[src/rtl/zz_sched_pkg.sv]
// rtl/zz_sched_pkg.sv - shared types and constants for the zigzag bank scheduler
//
// Purpose : reader FSM states, colour component codes, the coefficient bank
//           size, and the block-index to colour-component mapping.
// Ports   : none (package)
package zz_sched_pkg;

  typedef enum logic {
    IDLE = 1'b0,
    SCAN = 1'b1
  } state_t;

  typedef enum logic [1:0] {
    COMP_Y  = 2'd0,
    COMP_CB = 2'd1,
    COMP_CR = 2'd2
  } comp_t;

  localparam int BLOCK_SIZE = 64;

  // 4:2:0 ordering: the first luma_blocks positions are Y, then one Cb,
  // and everything after that is Cr.
  function automatic comp_t comp_of(input logic [2:0] idx, input int luma_blocks);
    if (int'(idx) < luma_blocks)       return COMP_Y;
    else if (int'(idx) == luma_blocks) return COMP_CB;
    else                               return COMP_CR;
  endfunction

endpackage

[src/rtl/zz_watchdog.sv]
// rtl/zz_watchdog.sv - scan-duration watchdog for the zigzag bank scheduler
//
// Purpose : counts consecutive cycles while 'active' is high and raises a
//           one-cycle 'timeout' on the LIMIT-th such cycle.
// Ports   : clk, rst_n (async, active-low)
//           clear   - synchronous counter clear
//           active  - count enable (scheduler is in SCAN)
//           timeout - high during the LIMIT-th active cycle
module zz_watchdog #(
  parameter int LIMIT = 127
) (
  input  logic clk,
  input  logic rst_n,
  input  logic clear,
  input  logic active,
  output logic timeout
);

  localparam int W = $clog2(LIMIT + 1);

  logic [W-1:0] cnt_q;

  // cnt_q holds the number of active cycles already completed, so it reads
  // LIMIT-1 during the LIMIT-th active cycle.
  assign timeout = active && (cnt_q == W'(LIMIT - 1));

  always_ff @(posedge clk or negedge rst_n) begin
    if (!rst_n) begin
      cnt_q <= '0;
    end else if (clear || !active || timeout) begin
      cnt_q <= '0;
    end else begin
      cnt_q <= cnt_q + W'(1);
    end
  end

endmodule

[src/rtl/zz_bank_scheduler.sv]
// rtl/zz_bank_scheduler.sv - ping-pong coefficient bank scheduler for the zigzag stage
//
// Purpose : steers the DCT coefficient stream into whichever of two 64-entry
//           banks is free, starts the zigzag scanner on a full bank when
//           downstream is ready, and tags each scanned block with its MCU
//           position and colour component.
// Ports   : clk, rst_n (async, active-low), frame_start (sync flush)
//           write side : in_valid, in_ready, wr_bank, wr_addr
//           read side  : out_ready, scan_start, scan_done, rd_bank,
//                        blk_idx, comp_id, mcu_last
//           status     : err_overflow, err_timeout (sticky)
// Config  : ZZ_SCHED_WATCHDOG_EN - adds the zz_watchdog scan timeout; when
//           undefined err_timeout is tied low and WATCHDOG_CYCLES is unused.
module zz_bank_scheduler
  import zz_sched_pkg::*;
#(
  parameter int BLOCKS_PER_MCU  = 6,
  parameter int LUMA_BLOCKS     = 4,
  parameter int WATCHDOG_CYCLES = 127
) (
  input  logic       clk,
  input  logic       rst_n,
  input  logic       frame_start,
  input  logic       in_valid,
  output logic       in_ready,
  output logic       wr_bank,
  output logic [5:0] wr_addr,
  input  logic       out_ready,
  output logic       scan_start,
  input  logic       scan_done,
  output logic       rd_bank,
  output logic [2:0] blk_idx,
  output logic [1:0] comp_id,
  output logic       mcu_last,
  output logic       err_overflow,
  output logic       err_timeout
);

  localparam logic [5:0] LAST_ADDR = 6'(BLOCK_SIZE - 1);
  localparam logic [2:0] LAST_BLK  = 3'(BLOCKS_PER_MCU - 1);

  if (BLOCKS_PER_MCU < 1 || BLOCKS_PER_MCU > 8 ||
      LUMA_BLOCKS >= BLOCKS_PER_MCU || WATCHDOG_CYCLES < 1) begin : g_bad_params
    $error("zz_bank_scheduler: illegal parameter set");
  end

  state_t     state_q, state_d;
  logic [1:0] full_q, full_d;
  logic       wr_bank_q, rd_bank_q;
  logic [5:0] wr_cnt_q;
  logic [2:0] blk_idx_q;
  logic       scan_start_q;
  logic       err_overflow_q;

  logic       wr_fire, wr_last;
  logic       start_scan, release_bank;
  logic       wd_timeout;

  assign in_ready = !full_q[wr_bank_q];
  assign wr_fire  = in_valid && in_ready;
  assign wr_last  = wr_fire && (wr_cnt_q == LAST_ADDR);

  // Reader FSM: next state plus the start/release strobes.
  always_comb begin
    state_d      = state_q;
    start_scan   = 1'b0;
    release_bank = 1'b0;
    case (state_q)
      IDLE: begin
        if (full_q[rd_bank_q] && out_ready) begin
          start_scan = 1'b1;
          state_d    = SCAN;
        end
      end
      SCAN: begin
        if (scan_done || wd_timeout) begin
          release_bank = 1'b1;
          state_d      = IDLE;
        end
      end
      default: state_d = IDLE;
    endcase
  end

  // The writer only ever fills wr_bank and the reader only drains rd_bank,
  // and a bank is released before the writer can come back to it, so the
  // set and the clear never hit the same bit.
  always_comb begin
    full_d = full_q;
    if (wr_last)      full_d[wr_bank_q] = 1'b1;
    if (release_bank) full_d[rd_bank_q] = 1'b0;
  end

  always_ff @(posedge clk or negedge rst_n) begin
    if (!rst_n) begin
      state_q        <= IDLE;
      full_q         <= 2'b00;
      wr_bank_q      <= 1'b0;
      rd_bank_q      <= 1'b0;
      wr_cnt_q       <= '0;
      blk_idx_q      <= '0;
      scan_start_q   <= 1'b0;
      err_overflow_q <= 1'b0;
    end else if (frame_start) begin
      state_q        <= IDLE;
      full_q         <= 2'b00;
      wr_bank_q      <= 1'b0;
      rd_bank_q      <= 1'b0;
      wr_cnt_q       <= '0;
      blk_idx_q      <= '0;
      scan_start_q   <= 1'b0;
      err_overflow_q <= 1'b0;
    end else begin
      state_q      <= state_d;
      full_q       <= full_d;
      scan_start_q <= start_scan;
      if (wr_fire) begin
        wr_cnt_q <= wr_last ? 6'd0 : wr_cnt_q + 6'd1;
      end
      if (wr_last) begin
        wr_bank_q <= ~wr_bank_q;
      end
      if (release_bank) begin
        rd_bank_q <= ~rd_bank_q;
        blk_idx_q <= (blk_idx_q == LAST_BLK) ? 3'd0 : blk_idx_q + 3'd1;
      end
      if (in_valid && !in_ready) begin
        err_overflow_q <= 1'b1;
      end
    end
  end

`ifdef ZZ_SCHED_WATCHDOG_EN
  logic err_timeout_q;

  zz_watchdog #(
    .LIMIT (WATCHDOG_CYCLES)
  ) u_watchdog (
    .clk     (clk),
    .rst_n   (rst_n),
    .clear   (frame_start),
    .active  (state_q == SCAN),
    .timeout (wd_timeout)
  );

  always_ff @(posedge clk or negedge rst_n) begin
    if (!rst_n) begin
      err_timeout_q <= 1'b0;
    end else if (frame_start) begin
      err_timeout_q <= 1'b0;
    end else if (wd_timeout && !scan_done) begin
      err_timeout_q <= 1'b1;
    end
  end

  assign err_timeout = err_timeout_q;
`else
  assign wd_timeout  = 1'b0;
  assign err_timeout = 1'b0;
`endif

  assign wr_bank      = wr_bank_q;
  assign wr_addr      = wr_cnt_q;
  assign scan_start   = scan_start_q;
  assign rd_bank      = rd_bank_q;
  assign blk_idx      = blk_idx_q;
  assign comp_id      = comp_of(blk_idx_q, LUMA_BLOCKS);
  assign mcu_last     = (blk_idx_q == LAST_BLK);
  assign err_overflow = err_overflow_q;

endmodule

[config.mk]
export PLATFORM = sky130hd
export DESIGN_NAME = zz_bank_scheduler
export DESIGN_NICKNAME = d
export VERILOG_FILES = /design/src/rtl/zz_sched_pkg.sv /design/src/rtl/zz_watchdog.sv /design/src/rtl/zz_bank_scheduler.sv
export SDC_FILE = /design/constraint.sdc
export NUM_CORES = 1
export LEC_CHECK = 0
export CAP_MARGIN = 25
export CORE_ASPECT_RATIO = 0.9
export CORE_MARGIN = 2
export CORE_UTILIZATION = 46
export DETAILED_ROUTE_END_ITERATION = 12
export PLACE_DENSITY_LB_ADDON = 0.05
export SETUP_SLACK_MARGIN = 0.5
export SYNTH_ARGS = -nofsm -noshare
export SYNTH_HDL_FRONTEND = slang
export SYNTH_SLANG_ARGS = --single-unit
[constraint.sdc]
create_clock -name clk -period 2.3 [get_ports clk]
set_clock_uncertainty 0.2 [all_clocks]
set_input_delay 0.575 -clock clk [delete_from_list [all_inputs] [get_ports clk]]
set_output_delay 0.575 -clock clk [all_outputs]
set_load 0.02 [all_outputs]
; Word-level counts from Yosys, hierarchy flattened
; Cells that the tools add are included.
; W data, S select, Z words.
[op_classes]
addsub = 2
magnitude_cmp = 5
eq_ne = 3
n_mux = 33
n_bitwise = 6
reduce_logical = 11
[op_table]
columns = operator, n
row1 = $mux W1, 19
row2 = $mux W6, 3
row3 = $mux W2, 5
row4 = $mux W3, 3
row5 = $reduce_bool A2 Y1, 4
row6 = $add A6 B1 Y6 const B, 1
row7 = $eq A3 B3 Y1 const B, 2
row8 = $eq A6 B6 Y1 const B, 1
row9 = $logic_and A1 B1 Y1, 6
row10 = $lt A1 B2 Y1 const B, 2
row11 = $add A3 B1 Y3 const B, 1
row12 = $lt A3 B3 Y1 const B, 1
row13 = $not A1 Y1, 3
row14 = $and A2 B2 Y2, 1
row15 = $demux W1 S1, 2
row16 = $ge A1 B1 Y1 const B, 2
row17 = $not A2 Y2, 1
row18 = $or A2 B2 Y2, 1
row19 = $pmux W1 S2, 1
row20 = $logic_not A1 Y1, 1
[totals]
ff_bits = 16
input_bits = 6
out_inout_bits = 18

; Logic depth before layout (Yosys ltp)
[depth]
depth_word = 9
ltp_mapped = 5
ltp_nobuf = 4

; Least setup slack after synthesis
; No wires, ideal clock.
[synth_timing]
path_type = flip-flop to output port
start = reg wr_bank_q, in the netlist wr_bank
end = out in_ready
arrival_ns = 1.072
required_ns = 1.525
path_slack_ns = 0.453
path_stages_with_launch = 4
cell_sequence = dfrtp_1 > mux2_4 > buf_6 > inv_2
[synth_via]
elab_chain_len = 3
[synth_lines]
columns = element, line_no
row1 = "start, declared", zz_bank_scheduler.sv:49  ; logic wr_bank_q, rd_bank_q;
row2 = "start signal, assigned", zz_bank_scheduler.sv:121  ; wr_bank_q <= ~wr_bank_q;
row3 = $mux W1 (not written as such) (2 in a row), zz_bank_scheduler.sv:59  ; assign in_ready = !full_q[wr_bank_q];
row4 = $logic_not A1 Y1, zz_bank_scheduler.sv:59
row5 = "end, declared", zz_bank_scheduler.sv:25  ; output logic in_ready,
; No other way between the ends. The select of a mux whose other input is x is not followed.

; Final worst setup path
; Ends and elaborated chain as after synthesis.

==> metrics.md <==
| Metric | Value |
|---|---|
| Die H | `45.0 um` |
| Crit Path Max Fanout | `4` |
| Min cycle time layout | `1990 ps` |
| H-tree lvl count | `1` |
| Vias in the first global route | `762` |
| TritonCTS clock tree | `done` |
| Hold slack | `307 ps` |
| Hold WC Path Type | `reg -> reg` |
| Reg2Reg Depth | `4` |
| Final Cycle Share | `86.7%` |
| R2r setup slk | `490 ps` |
| Initial antenna violation count | `0` |
| FF-to-FF Start | `wr_bank` |
| Reg power frac | `59.0%` |
| Final Max Tran Viols | `0` |
| Die area | `2230 um2` |
| Post-synth EDFFs | `0` |
| Overall power | `0.487 mW` |
| CP Launch Type | `register` |
| Post-synthesis register bit count | `16` |
| DR vias/cell | `5.34` |
| Placed cell areas | `1120 um2` |
| Die span in x | `49.5 um` |
| Router iterations before antenna repair | `4` |
| Worst reg2reg endpoint | `wr_addr[3]` |
| Count of mapped cells out of synthesis | `87` |
| Peak VDD IR | `0.459 mV` |
| Finished layout cell area | `1260 um2` |
| Post-synth ARST share | `100%` |
| Vias | `806` |
| Synthesized Nets | `94` |
| Warnings from Yosys | `0` |
| Post-Syn Area | `857 um2` |
| Final RePlAce weighted congestion | `0.824` |
| Placed Instances | `133` |
| Clock Latency Late Sink | `280 ps` |
| Register Area | `409 um2` |
| First-pass GRT wire length | `3450 um` |
| WL final | `2100 um` |
| Pwr dens | `388 nW/um2` |
| Kind of critical path | `reg -> out` |
| I/O pin total | `24` |
| Synth top area share | `46.7%` |
| Post-route ant nets | `0` |
| I/O Buffers | `22` |
| # rows | `14` |
| Ant. Diodes | `0` |
| Clk slew on worst S/H paths | `100 ps` |
| Overflow after GRT | `0` |
| Seq/Total Area, Yosys | `46.7%` |
| Combinational Power Share | `9.5%` |
| Max Freq | `501 MHz` |
| Net Sw Power | `0.116 mW` |
| Filler Cell Count | `152` |
| RSZ-0062 raised after global routing | `yes` |
| CTS Hold Buffers Added | `0` |
| Setup ws final | `305 ps` |
| Cells taking the most area after synthesis | `dfrtp_1 (47%), a21oi_1 (4.1%), mux2_2 (3.9%)` |
| Main synth FF type | `dfrtp_1` |
| Post-synth top area cell | `dfrtp_1` |
| Avg WL per Cell | `13.9 um` |
| Final core utilization | `73.2%` |
| CTS Buf Count | `3` |
| Hold_sp | `err_overflow` |
| DRC Markers | `0` |
| Leak | `0.569 nW` |
| Final Non-Filler Cells | `151` |
| Commonest non-fill, non-tap cells in the layout | `buf_4 (18), dfrtp_1 (9), nor2_1 (8)` |
| Detail Placement HPWL | `1400 um` |
| CTS Root Cell | `clkbuf_4` |
| Clock sink count | `16` |
| WHS Path Cells | `2` |
| Core region area | `1720 um2` |
| Switching Share | `23.8%` |
| CP endpoint kind | `output pin` |
| Setup TNS | `0 ps` |
| Most common cell after layout, fill and taps aside | `buf_4` |
| Clk network pwr share | `31.5%` |
| CTS max path bufs | `2` |
| Area occupied by multi-input gates | `432 um2` |
| Maximum number of pins on one net before global-route repair | `17` |
| Count of cell types in the netlist | `37` |
| Proportion of layout cells with a drive suffix above 1 | `43.3%` |
| Final Setup Violations | `0` |
| All-Layer GR Usage | `20.9%` |
| Setup WS pre-CTS | `110 ps` |
| Endpoints failing hold | `0` |
| Initial Util | `49.9%` |
| Area growth, synth to finish | `46.6%` |
| Critical Path RT | `1520 ps` |
| Int Pwr | `0.371 mW` |
| Worst endpoint data arrival time | `1220 ps` |
| First DRT Iteration DRCs | `14` |
| Avg Cell Area, Syn | `9.85 um2` |
| Final Net Count | `135` |
| Outcome | `finished clean` |
| Hold EP | `err_overflow` |
| Max-Cap Viols | `0` |
how the worst max path moves through the flow:
stage	startpoint	to	slack (ps)
finish	wr_bank	in_ready	310
detailed placement	wr_bank	in_ready	110
global placement	wr_bank	in_ready	120
floorplan	wr_bank	in_ready	510
CTS	wr_bank	in_ready	270
global route	wr_bank	in_ready	270
logic make-up after synthesis:
kind of cell,count (synthesis),share of synthesized area [%]
simple gates,36,24.1
compound gates,20,15.2
flops,16,46.7
buf+inv,7,4.38
mux,4,5.69
xor+xnor,2,2.04
fa+ha+maj,1,1.46
other cells,1,0.438
synthesized netlist by cell type (all sizes together), types with 2 or more instances:
master,count
inv,3
xor2,2
o21ai,4
mux2,4
and2,2
a311oi,2
nor3,3
nor2,8
dfrtp,16
a41oi,2
o21a,2
nand3,5
buf,3
or3,2
nand2,5
a21oi,7
repair_timing:
action | in CTS | in global routing
gates resized for setup | 63 | 17
pin swaps | 1 | 2
setup endpoints to repair | 20 | 17
buffers inserted | 7 | 7
cloned | 0 | 0
critical path, stage by stage, from the launching register on:
cell,delay [ps]
dfrtp_2,430
mux2_4,320
inv_4,80
buf_6,110
per-layer routing:
metal	wire length, um	global-route usage (%)	up-vias	part of all wire, %
li1	-	-	394	-
met1	910	26.9	388	43
met2	1080	35.1	22	51
met3	91	5.96	2	4.3
met4	19	6.11	0	0.90
met5	0	0	-	0
power by group through the flow:
stage	Clock [mW]	Sequential, mW	Combinational, mW
4_1_cts	0.157	0.287	0.0462
3_5_place_dp	0	0.293	0.0460
6_report	0.153	0.288	0.0462
3_3_place_gp	0	0.293	0.0457
2_1_floorplan	0	0.295	0.0157
5_1_grt	0.169	0.289	0.0509
sequential cells by signal (all words and copies together) (netlist names):
register	count
err_overflow	1
rd_bank	1
full_q	2
wr_addr	6
blk_idx	3
wr_bank	1
state_q	1
scan_start	1
layout make-up:
class	count	area share, %
clock buffer	4	2.09
inverter	3	1.10
multi-input combinational	64	34.4
sequential	16	32.6
tap	24	2.39
timing repair buffer	40	27.5
No activity file was read; power rests on OpenSTA's default activity.
